[src/rtl/seg_pkg.sv]
// rtl/seg_pkg.sv - segment bit positions and hex glyph table for the scanning display
package seg_pkg;

  localparam int SEG_A   = 0;
  localparam int SEG_B   = 1;
  localparam int SEG_C   = 2;
  localparam int SEG_D   = 3;
  localparam int SEG_E   = 4;
  localparam int SEG_F   = 5;
  localparam int SEG_G   = 6;
  localparam int SEG_DP  = 7;
  localparam int SEG_LIT = 8;

  // Segment a is bit 0; entry n is the glyph for hex digit n.
  localparam logic [6:0] GLYPHS [16] = '{
    7'h3F, 7'h06, 7'h5B, 7'h4F, 7'h66, 7'h6D, 7'h7D, 7'h07,
    7'h7F, 7'h6F, 7'h77, 7'h7C, 7'h39, 7'h5E, 7'h79, 7'h71
  };

  function automatic logic [6:0] hex_to_seg(input logic [3:0] nibble);
    return GLYPHS[nibble];
  endfunction

endpackage

[src/rtl/seg_hex_decoder.sv]
// rtl/seg_hex_decoder.sv - combinational hex nibble to seven-segment glyph
module seg_hex_decoder
  import seg_pkg::*;
(
  input  logic [3:0] nibble,
  output logic [6:0] glyph
);

  assign glyph = hex_to_seg(nibble);

endmodule

[src/rtl/seg_scan_display.sv]
// rtl/seg_scan_display.sv - multiplexed seven-segment scanner with frame-aligned double buffer
// Optional leading-zero blanking is enabled by defining SEG_LZB_EN.
module seg_scan_display
  import seg_pkg::*;
#(
  parameter int NUM_DIGITS = 4,
  parameter int SCAN_DIV   = 12000,
  parameter int BLANK_CYC  = 2,
  parameter int ACTIVE_LOW = 0
) (
  input  logic                      clk,
  input  logic                      rst_n,
  input  logic [4*NUM_DIGITS-1:0]   value,
  input  logic [NUM_DIGITS-1:0]     dp,
  input  logic                      load,
  output logic [8:0]                seg,
  output logic [NUM_DIGITS-1:0]     dig_sel,
  output logic                      frame_start
);

  localparam int   PW  = (SCAN_DIV > 1) ? $clog2(SCAN_DIV) : 1;
  localparam int   IW  = $clog2(NUM_DIGITS);
  localparam logic INV = (ACTIVE_LOW != 0);

  logic [PW-1:0]           pcnt, pcnt_nxt;
  logic [IW-1:0]           idx, idx_nxt;
  logic [4*NUM_DIGITS-1:0] pend_val, act_val, act_val_nxt;
  logic [NUM_DIGITS-1:0]   pend_dp, act_dp, act_dp_nxt;
  logic                    tick, commit, window, blank;
  logic [3:0]              nib;
  logic [6:0]              glyph;
  logic [7:0]              seg_raw;
  logic [NUM_DIGITS-1:0]   dig_raw;

  assign tick     = (pcnt == PW'(SCAN_DIV - 1));
  assign commit   = tick && (idx == IW'(NUM_DIGITS - 1));
  assign pcnt_nxt = tick ? '0 : pcnt + 1'b1;
  assign idx_nxt  = commit ? '0 : (tick ? idx + 1'b1 : idx);

  // Output registers are loaded from next-state values so the pins track pcnt with no extra lag.
  assign act_val_nxt = commit ? (load ? value : pend_val) : act_val;
  assign act_dp_nxt  = commit ? (load ? dp : pend_dp) : act_dp;
  assign nib         = act_val_nxt[{idx_nxt, 2'b00} +: 4];
  assign window      = !(pcnt_nxt < PW'(BLANK_CYC));

  seg_hex_decoder u_dec (
    .nibble (nib),
    .glyph  (glyph)
  );

`ifdef SEG_LZB_EN
  logic [NUM_DIGITS-1:0] lead_zero;

  always_comb begin
    lead_zero = '0;
    lead_zero[NUM_DIGITS-1] = (act_val_nxt[4*NUM_DIGITS-1 -: 4] == 4'h0);
    for (int i = NUM_DIGITS - 2; i >= 0; i--) begin
      lead_zero[i] = (act_val_nxt[i*4 +: 4] == 4'h0) && lead_zero[i+1];
    end
  end

  assign blank = lead_zero[idx_nxt] && (idx_nxt != '0);
`else
  assign blank = 1'b0;
`endif

  assign seg_raw = window ? {act_dp_nxt[idx_nxt], (blank ? 7'h00 : glyph)} : 8'h00;
  assign dig_raw = window ? (NUM_DIGITS'(1) << idx_nxt) : '0;

  always_ff @(posedge clk or negedge rst_n) begin
    if (!rst_n) begin
      pcnt        <= '0;
      idx         <= '0;
      pend_val    <= '0;
      pend_dp     <= '0;
      act_val     <= '0;
      act_dp      <= '0;
      seg         <= {1'b0, {8{INV}}};
      dig_sel     <= {NUM_DIGITS{INV}};
      frame_start <= 1'b0;
    end else begin
      pcnt    <= pcnt_nxt;
      idx     <= idx_nxt;
      act_val <= act_val_nxt;
      act_dp  <= act_dp_nxt;
      if (load) begin
        pend_val <= value;
        pend_dp  <= dp;
      end
      seg[SEG_LIT]    <= |seg_raw;
      seg[SEG_DP:0]   <= seg_raw ^ {8{INV}};
      dig_sel         <= dig_raw ^ {NUM_DIGITS{INV}};
      frame_start     <= commit;
    end
  end

endmodule

[config.mk]
export PLATFORM = sky130hd
export DESIGN_NAME = seg_scan_display
export DESIGN_NICKNAME = d
export VERILOG_FILES = /design/src/rtl/seg_pkg.sv /design/src/rtl/seg_hex_decoder.sv /design/src/rtl/seg_scan_display.sv
export SDC_FILE = /design/constraint.sdc
export NUM_CORES = 1
export LEC_CHECK = 0
export CORE_UTILIZATION = 42
export DETAILED_ROUTE_END_ITERATION = 10
export PLACE_DENSITY = 0.74
export SYNTH_ARGS = -nofsm -noshare
export SYNTH_HDL_FRONTEND = slang
export SYNTH_SLANG_ARGS = --single-unit
export TNS_END_PERCENT = 5
[constraint.sdc]
create_clock -name clk -period 3.9 [get_ports clk]
set_input_delay 0.78 -clock clk [delete_from_list [all_inputs] [get_ports clk]]
set_output_delay 0.78 -clock clk [all_outputs]
set_load 0.01 [all_outputs]
# Word level (Yosys, flattened, before mapping)
# Memories as Yosys holds them, arrays and structs flattened.
# Cells that the tools add are included.
[op_classes]
n_addsub = 2
order_cmp = 3
n_eq_ne = 2
shifts = 2
muxes = 13
n_bitwise = 1
reduce_logical = 2
[ops]
columns = ["operator", "count"]
rows = [
  ["$mux 16", 2],
  ["$shiftx 16x5->4", 1],
  ["$add 14x1->14 const B", 1],
  ["$eq 14x14->1 const B", 1],
  ["$lt 14x2->1 const B", 1],
  ["$mux 14", 1],
  ["$mux 7", 2],
  ["$mux 4", 3],
  ["$mux 8", 1],
  ["$reduce_or 8->1", 1],
  ["$ge 5x5->1 const B", 1],
  ["$not 4->5", 1],
  ["$mux 2", 2],
  ["$shl 1x2->4 const A", 1],
  ["$lt 2x3->1 const B", 1],
  ["$add 2x1->2 const B", 1],
  ["$bmux 1 s2", 1],
  ["$eq 2x2->1 const B", 1],
  ["$logic_and 1x1->1", 1],
  ["$mux 1", 1],
]
[totals]
register_bits = 70
mem_bits_ro = 112
out_inout_bits = 14
word_cells = 35
mem_count = 1
[memory_table]
columns = ["memory", "depth", "width", "rd", "rd_ports_with_merged_regs", "write_ports", "line", "source"]
rows = [
  ["(name not given)", 16, 7, 1, 0, 0, "seg_pkg.sv:21", "return GLYPHS[nibble];"],
]

# Logic depth before layout (Yosys ltp)
[logic_depth]
depth_word = 10
mapped_depth = 15
ltp_nobuf = 13

# Cells and area by module
# Synthesis repeated with hierarchy kept, for this count alone.
[hier_totals]
cells_unflattened = 262
hier_area_um2 = 3355.7
[by_module_without_submodules]
columns = ["mod", "instances", "cells_each", "area_per_inst_um2", "seq_area_each_um2"]
rows = [
  ["seg_scan_display", 1, 229, 3067.9, 1751.7],
  ["seg_hex_decoder", 1, 33, 287.8, 0.0],
]

# Worst setup path after synthesis
# Ideal clock, no wire load.
[synth_timing]
path_kind = "register -> register"
start = "reg pcnt[0]"
end = "reg seg[3]"
setup_time_ns = 0.065
arrival_ns = 3.210
required_ns = 3.835
setup_slack_ns = 0.624
path_stages_with_launch = 14
n_path_buf = 0
cell_sequence = "dfrtp_1 -> ha_1 -> nand4_1 -> nor4_4 -> mux2i_2 -> inv_2 -> mux2_2 -> mux2i_1 -> inv_1 -> ha_1 -> inv_1 -> mux2i_1 -> nor3b_2 -> a31o_1"
[synth_via]
elab_chain_cells = 9
[synth_rtl]
columns = ["item", "line", "source"]
rows = [
  ["start: declaration", "seg_scan_display.sv:25", "logic [PW-1:0] pcnt, pcnt_nxt;"],
  ["start signal: assignment", "seg_scan_display.sv:82", "pcnt <= pcnt_nxt;"],
  ["$eq 14x14->1 *", "seg_scan_display.sv:35", "assign tick = (pcnt == PW'(SCAN_DIV - 1));"],
  ["$mux 2 or $logic_and 1x1->1 (tied branches)", "seg_scan_display.sv:38, seg_scan_display.sv:36", ""],
  ["$mux 2 *", "seg_scan_display.sv:38", "assign idx_nxt = commit ? '0 : (tick ? idx + 1'b1 : idx);"],
  ["via idx_nxt[1]", "seg_scan_display.sv:26", "logic [IW-1:0] idx, idx_nxt;"],
  ["$shiftx 16x5->4 *", "seg_scan_display.sv:43", "assign nib = act_val_nxt[{idx_nxt, 2'b00} +: 4];"],
  ["$not 4->5 (not written as such) *", "seg_pkg.sv:21", ""],
  ["$mem_v2 16x7 *", "--", ""],
  ["$mux 7 (not written as such) * (2 in a row)", "seg_pkg.sv:21", ""],
  ["$mux 8 *", "seg_scan_display.sv:67", "assign seg_raw = window ? {act_dp_nxt[idx_nxt], (blank ? 7'h00 : glyph)} : 8'h00;"],
  ["via seg_raw[3]", "seg_scan_display.sv:32", "logic [7:0] seg_raw;"],
  ["end signal: assignment", "seg_scan_display.sv:78", "seg <= {1'b0, {8{INV}}};"],
  ["end signal: indexed assignment", "seg_scan_display.sv:90", "seg[SEG_LIT] <= |seg_raw;"],
  ["end signal: indexed assignment", "seg_scan_display.sv:91", "seg[SEG_DP:0] <= seg_raw ^ {8{INV}};"],
  ["end: declaration", "seg_scan_display.sv:16", "output logic [8:0] seg,"],
]
# The timed path passes the listed nets; every way through them passes the cells marked *. The select of a mux whose other input is x is not followed.

# Worst setup path after layout
[layout_timing]
start = "reg pcnt[0]"
end = "reg seg[3]"
[layout_via]
elab_chain_cells = 9
[layout_rtl]
columns = ["item", "line", "source"]
rows = [
  ["$eq 14x14->1", "seg_scan_display.sv:35", ""],
  ["$logic_and 1x1->1", "seg_scan_display.sv:36", "assign commit = tick && (idx == IW'(NUM_DIGITS - 1));"],
  ["$mux 16", "seg_scan_display.sv:41", "assign act_val_nxt = commit ? (load ? value : pend_val) : act_val;"],
  ["via act_val_nxt[1]", "seg_scan_display.sv:27", "logic [4*NUM_DIGITS-1:0] pend_val, act_val, act_val_nxt;"],
  ["$shiftx 16x5->4", "seg_scan_display.sv:43", ""],
  ["$not 4->5 (not written as such)", "seg_pkg.sv:21", ""],
  ["$mem_v2 16x7", "--", ""],
  ["$mux 7 (not written as such) (2 in a row)", "seg_pkg.sv:21", ""],
  ["$mux 8", "seg_scan_display.sv:67", ""],
  ["via seg_raw[3]", "seg_scan_display.sv:32", ""],
]
# The timed path passes the listed nets, and every way through them passes these cells. The select of a mux whose other input is x is not followed.

==> results.sh <==
export IMPL_finalSetupViolCount=0
export IMPL_firstDrtPassIters=4
export IMPL_synth_top_area_share_pct=53.7
export IMPL_die_h_microns=90.1
export IMPL_drv_slew=0
export IMPL_critical_path_top_delay_family="simple AND/OR/NAND/NOR gates"
export IMPL_die_area_sq_um=8130
export IMPL_ys_seq_area_share_pct=53.7
export IMPL_cts_tree="yes"
export IMPL_finalClockSkew_ns=0.0138
export IMPL_synth_ff_type="dfrtp_1"
export IMPL_rows=31
export IMPL_period_share_pct=88.3
export IMPL_via_count=2141
export IMPL_worst_pin_slew_ns=0.710
export IMPL_grt_util_all_layers_pct=16.7
export IMPL_yosys_top_cells_count="70 x dfrtp_1, 49 x nand2_1, 32 x mux2_2, 16 x mux2i_1, 12 x nor2_1"
export IMPL_finalSetupTns_ns=0
export IMPL_placed_area_sq_um=3730
export IMPL_grt_pass1_wl_mm=10.5
export IMPL_maxCapViolCount=0
export IMPL_cts_buffers=9
export IMPL_clockBufferDepth=2
export IMPL_maxSlewHeadroom_pct=52.2
export IMPL_cts_clk_slew_worst_paths_ns=0.08
export IMPL_ys_async_sr_fraction_pct=100
export IMPL_clock_latency_ns=0.37
export IMPL_num_antenna_cells=0
export IMPL_vias_per_cell=5.06
export IMPL_ys_ff_latch=70
export IMPL_cp_start_kind="flop"
export IMPL_synthDistinctLibCells=50
export IMPL_synth_net_count=307
export IMPL_finalHoldViolCount=0
export IMPL_nets=351
export IMPL_ctsResizeCount=0
export IMPL_path_buf_inv=2
export IMPL_fmax_mhz=290
export IMPL_ant_nets=0
export IMPL_period_needed_ns=3.44
export IMPL_cts_hold_buf=0
export IMPL_fillers=640
export IMPL_place_gp_congestion=0.868
export IMPL_wl_per_cell_microns=14.7
export IMPL_synth_cells=275
export IMPL_clock_root_buffer="clkbuf_8"
export IMPL_fp_dieW_microns=90.1
export IMPL_coreArea_sq_um=7370
export IMPL_drive_gt1_share_pct=21.6
export IMPL_yosys_area_top_type="dfrtp_1"
export IMPL_synth_edff_count=0
export IMPL_synth_area_per_cell_sq_um=11.9
export IMPL_ys_warn_count=0
export IMPL_power_density_nw_per_um2=363
export IMPL_stdcell_area_sq_um=3910
export IMPL_rr_worst_depth=13
export IMPL_area_delta_synth_final_pct=19.9
export IMPL_syn_area_sq_um=3260
export IMPL_crit_type="flop to flop"
export IMPL_cp_num_cells=13
export IMPL_synth_area_leaders="dfrtp_1 54%, mux2_2 11%, nand2_1 5.6%"
export IMPL_grt_overflow=0
export IMPL_end_kind="flop"
export IMPL_path_max_fanout=21
export IMPL_r2r_slack_ns=0.46
export IMPL_drt_iter0_drc=113
export IMPL_r2r_start="pcnt[0]"
export IMPL_post_cts_setup_buffers=0
export IMPL_max_vdd_ir_drop_uv=152
export IMPL_total_leakage_power_nw=1.76
export IMPL_cp_arrival_ns=3.74
export IMPL_drcViolationCount=0
export IMPL_grt_max_degree=33
export IMPL_io_pin_count=37
export IMPL_status="finished, final reports clean"
export IMPL_start_util_pct=44.3
export IMPL_synth_most_common_cell="dfrtp_1"
export IMPL_path_cells="ha_1 -> nand4_1 -> or4_4 -> nand2_1 -> nand2_1 -> mux2_2 -> mux2i_1 -> inv_1 -> ha_1 -> inv_1 -> mux2i_1 -> nor3b_2 -> a31o_1"
export IMPL_place_hpwl_mm=4.32
export IMPL_grt_pass1_vias=2133
export IMPL_cp_required_ns=4.19
export IMPL_rsz0062_at_grt="false"
export IMPL_clock_sinks=70
export IMPL_slowest_delay_ns=0.71
export IMPL_min_path_type="input port to asynchronous set/reset pin"
export IMPL_portBuffers=36
export IMPL_slowest_stage="or4_4"
export IMPL_startpoint="pcnt[0]"
export IMPL_antenna_found_initial=0
export IMPL_wirelength_mm=6.23
export IMPL_h_tree_depth=3
-- flip-flops by register name, indices dropped and copies added, names as in the netlist --
name         flops
act_val         16
pend_val        16
pcnt            14
seg              9
act_dp           4
dig_sel          4
pend_dp          4
idx              2
frame_start      1
-- layout make-up --
class	instances	area, sq um	area share (%)
clock buffers	9	124	3.16
clock inverters	7	61.3	1.57
inverters	9	33.8	0.863
multi-input cells	186	1410	36.1
flip-flops and latches	70	1750	44.8
well taps	99	124	3.16
repair buffers	43	408	10.4
-- logic make-up (layout without fill, tap and decap cells) --
| logic type | count (synthesis) | in the layout | share of synthesized area [%] |
|---|---|---|---|
| buf+inv | 19 | 68 | 3.07 |
| compound gates | 24 | 24 | 5.41 |
| mux | 50 | 50 | 16.7 |
| xor+xnor | 7 | 7 | 1.88 |
| flops | 70 | 70 | 53.7 |
| fa+ha+maj | 9 | 9 | 3.45 |
| simple gates | 96 | 96 | 15.8 |
-- power breakdown --
| group | internal [mW] | switching (mW) | total, mW |
|---|---|---|---|
| clock | 0.244 | 0.314 | 0.558 |
| combinational | 0.0569 | 0.0453 | 0.102 |
| sequential | 0.754 | 0.00693 | 0.760 |
| total | 1.05 | 0.367 | 1.42 |
-- routing by layer --
| layer | vias up | global-route usage [%] | wire, microns |
|---|---|---|---|
| met5 | - | 0 | 0 |
| met4 | 0 | 8.33 | 140 |
| met3 | 11 | 4.31 | 218 |
| met2 | 42 | 26.0 | 2960 |
| met1 | 1048 | 21.6 | 2910 |
| li1 | 1040 | - | - |
-- through the flow --
| stage | hold WS (ns) | power (mW) | cells | setup slack, ns | utilization (%) |
|---|---|---|---|---|---|
| 3_5_place_dp | 0.452 | 0.880 | 407 | 0.298 | 50.6 |
| 4_1_cts | 0.230 | 1.43 | 423 | 0.481 | 53.1 |
| 5_1_grt | 0.244 | 1.48 | 423 | 0.207 | 53.1 |
| 6_report | 0.238 | 1.42 | 423 | 0.456 | 53.1 |
| 3_3_place_gp | 0.445 | 0.877 | 407 | 0.329 | 50.6 |
| 2_1_floorplan | 0.429 | 0.823 | 275 | 0.624 | - |
-- placed cells by master (no fill, tap or decap), types with 3 or more instances in the layout --
cell             count
clkbuf_8             9
o21a_1               3
mux2_2              32
nor2_1              12
o21ai_0              5
inv_6                4
a21oi_1              3
mux2i_1             16
and3_1               4
inv_1                8
nand2_1             49
xnor2_1              4
buf_4                7
dfrtp_1             70
nand3_1              7
nor2b_1              3
clkdlybuf4s50_1     35
ha_1                 9
xor2_1               3
-- path summary, 6_finish.rpt --
check                             end
max in group asynchronous     pcnt[1]
hold / removal                pcnt[7]
min in group clk           act_val[9]
hold reg to reg            act_val[9]
setup reg to reg               seg[3]
setup / recovery               seg[3]
Note: power is estimated with default switching activity, not from simulation.
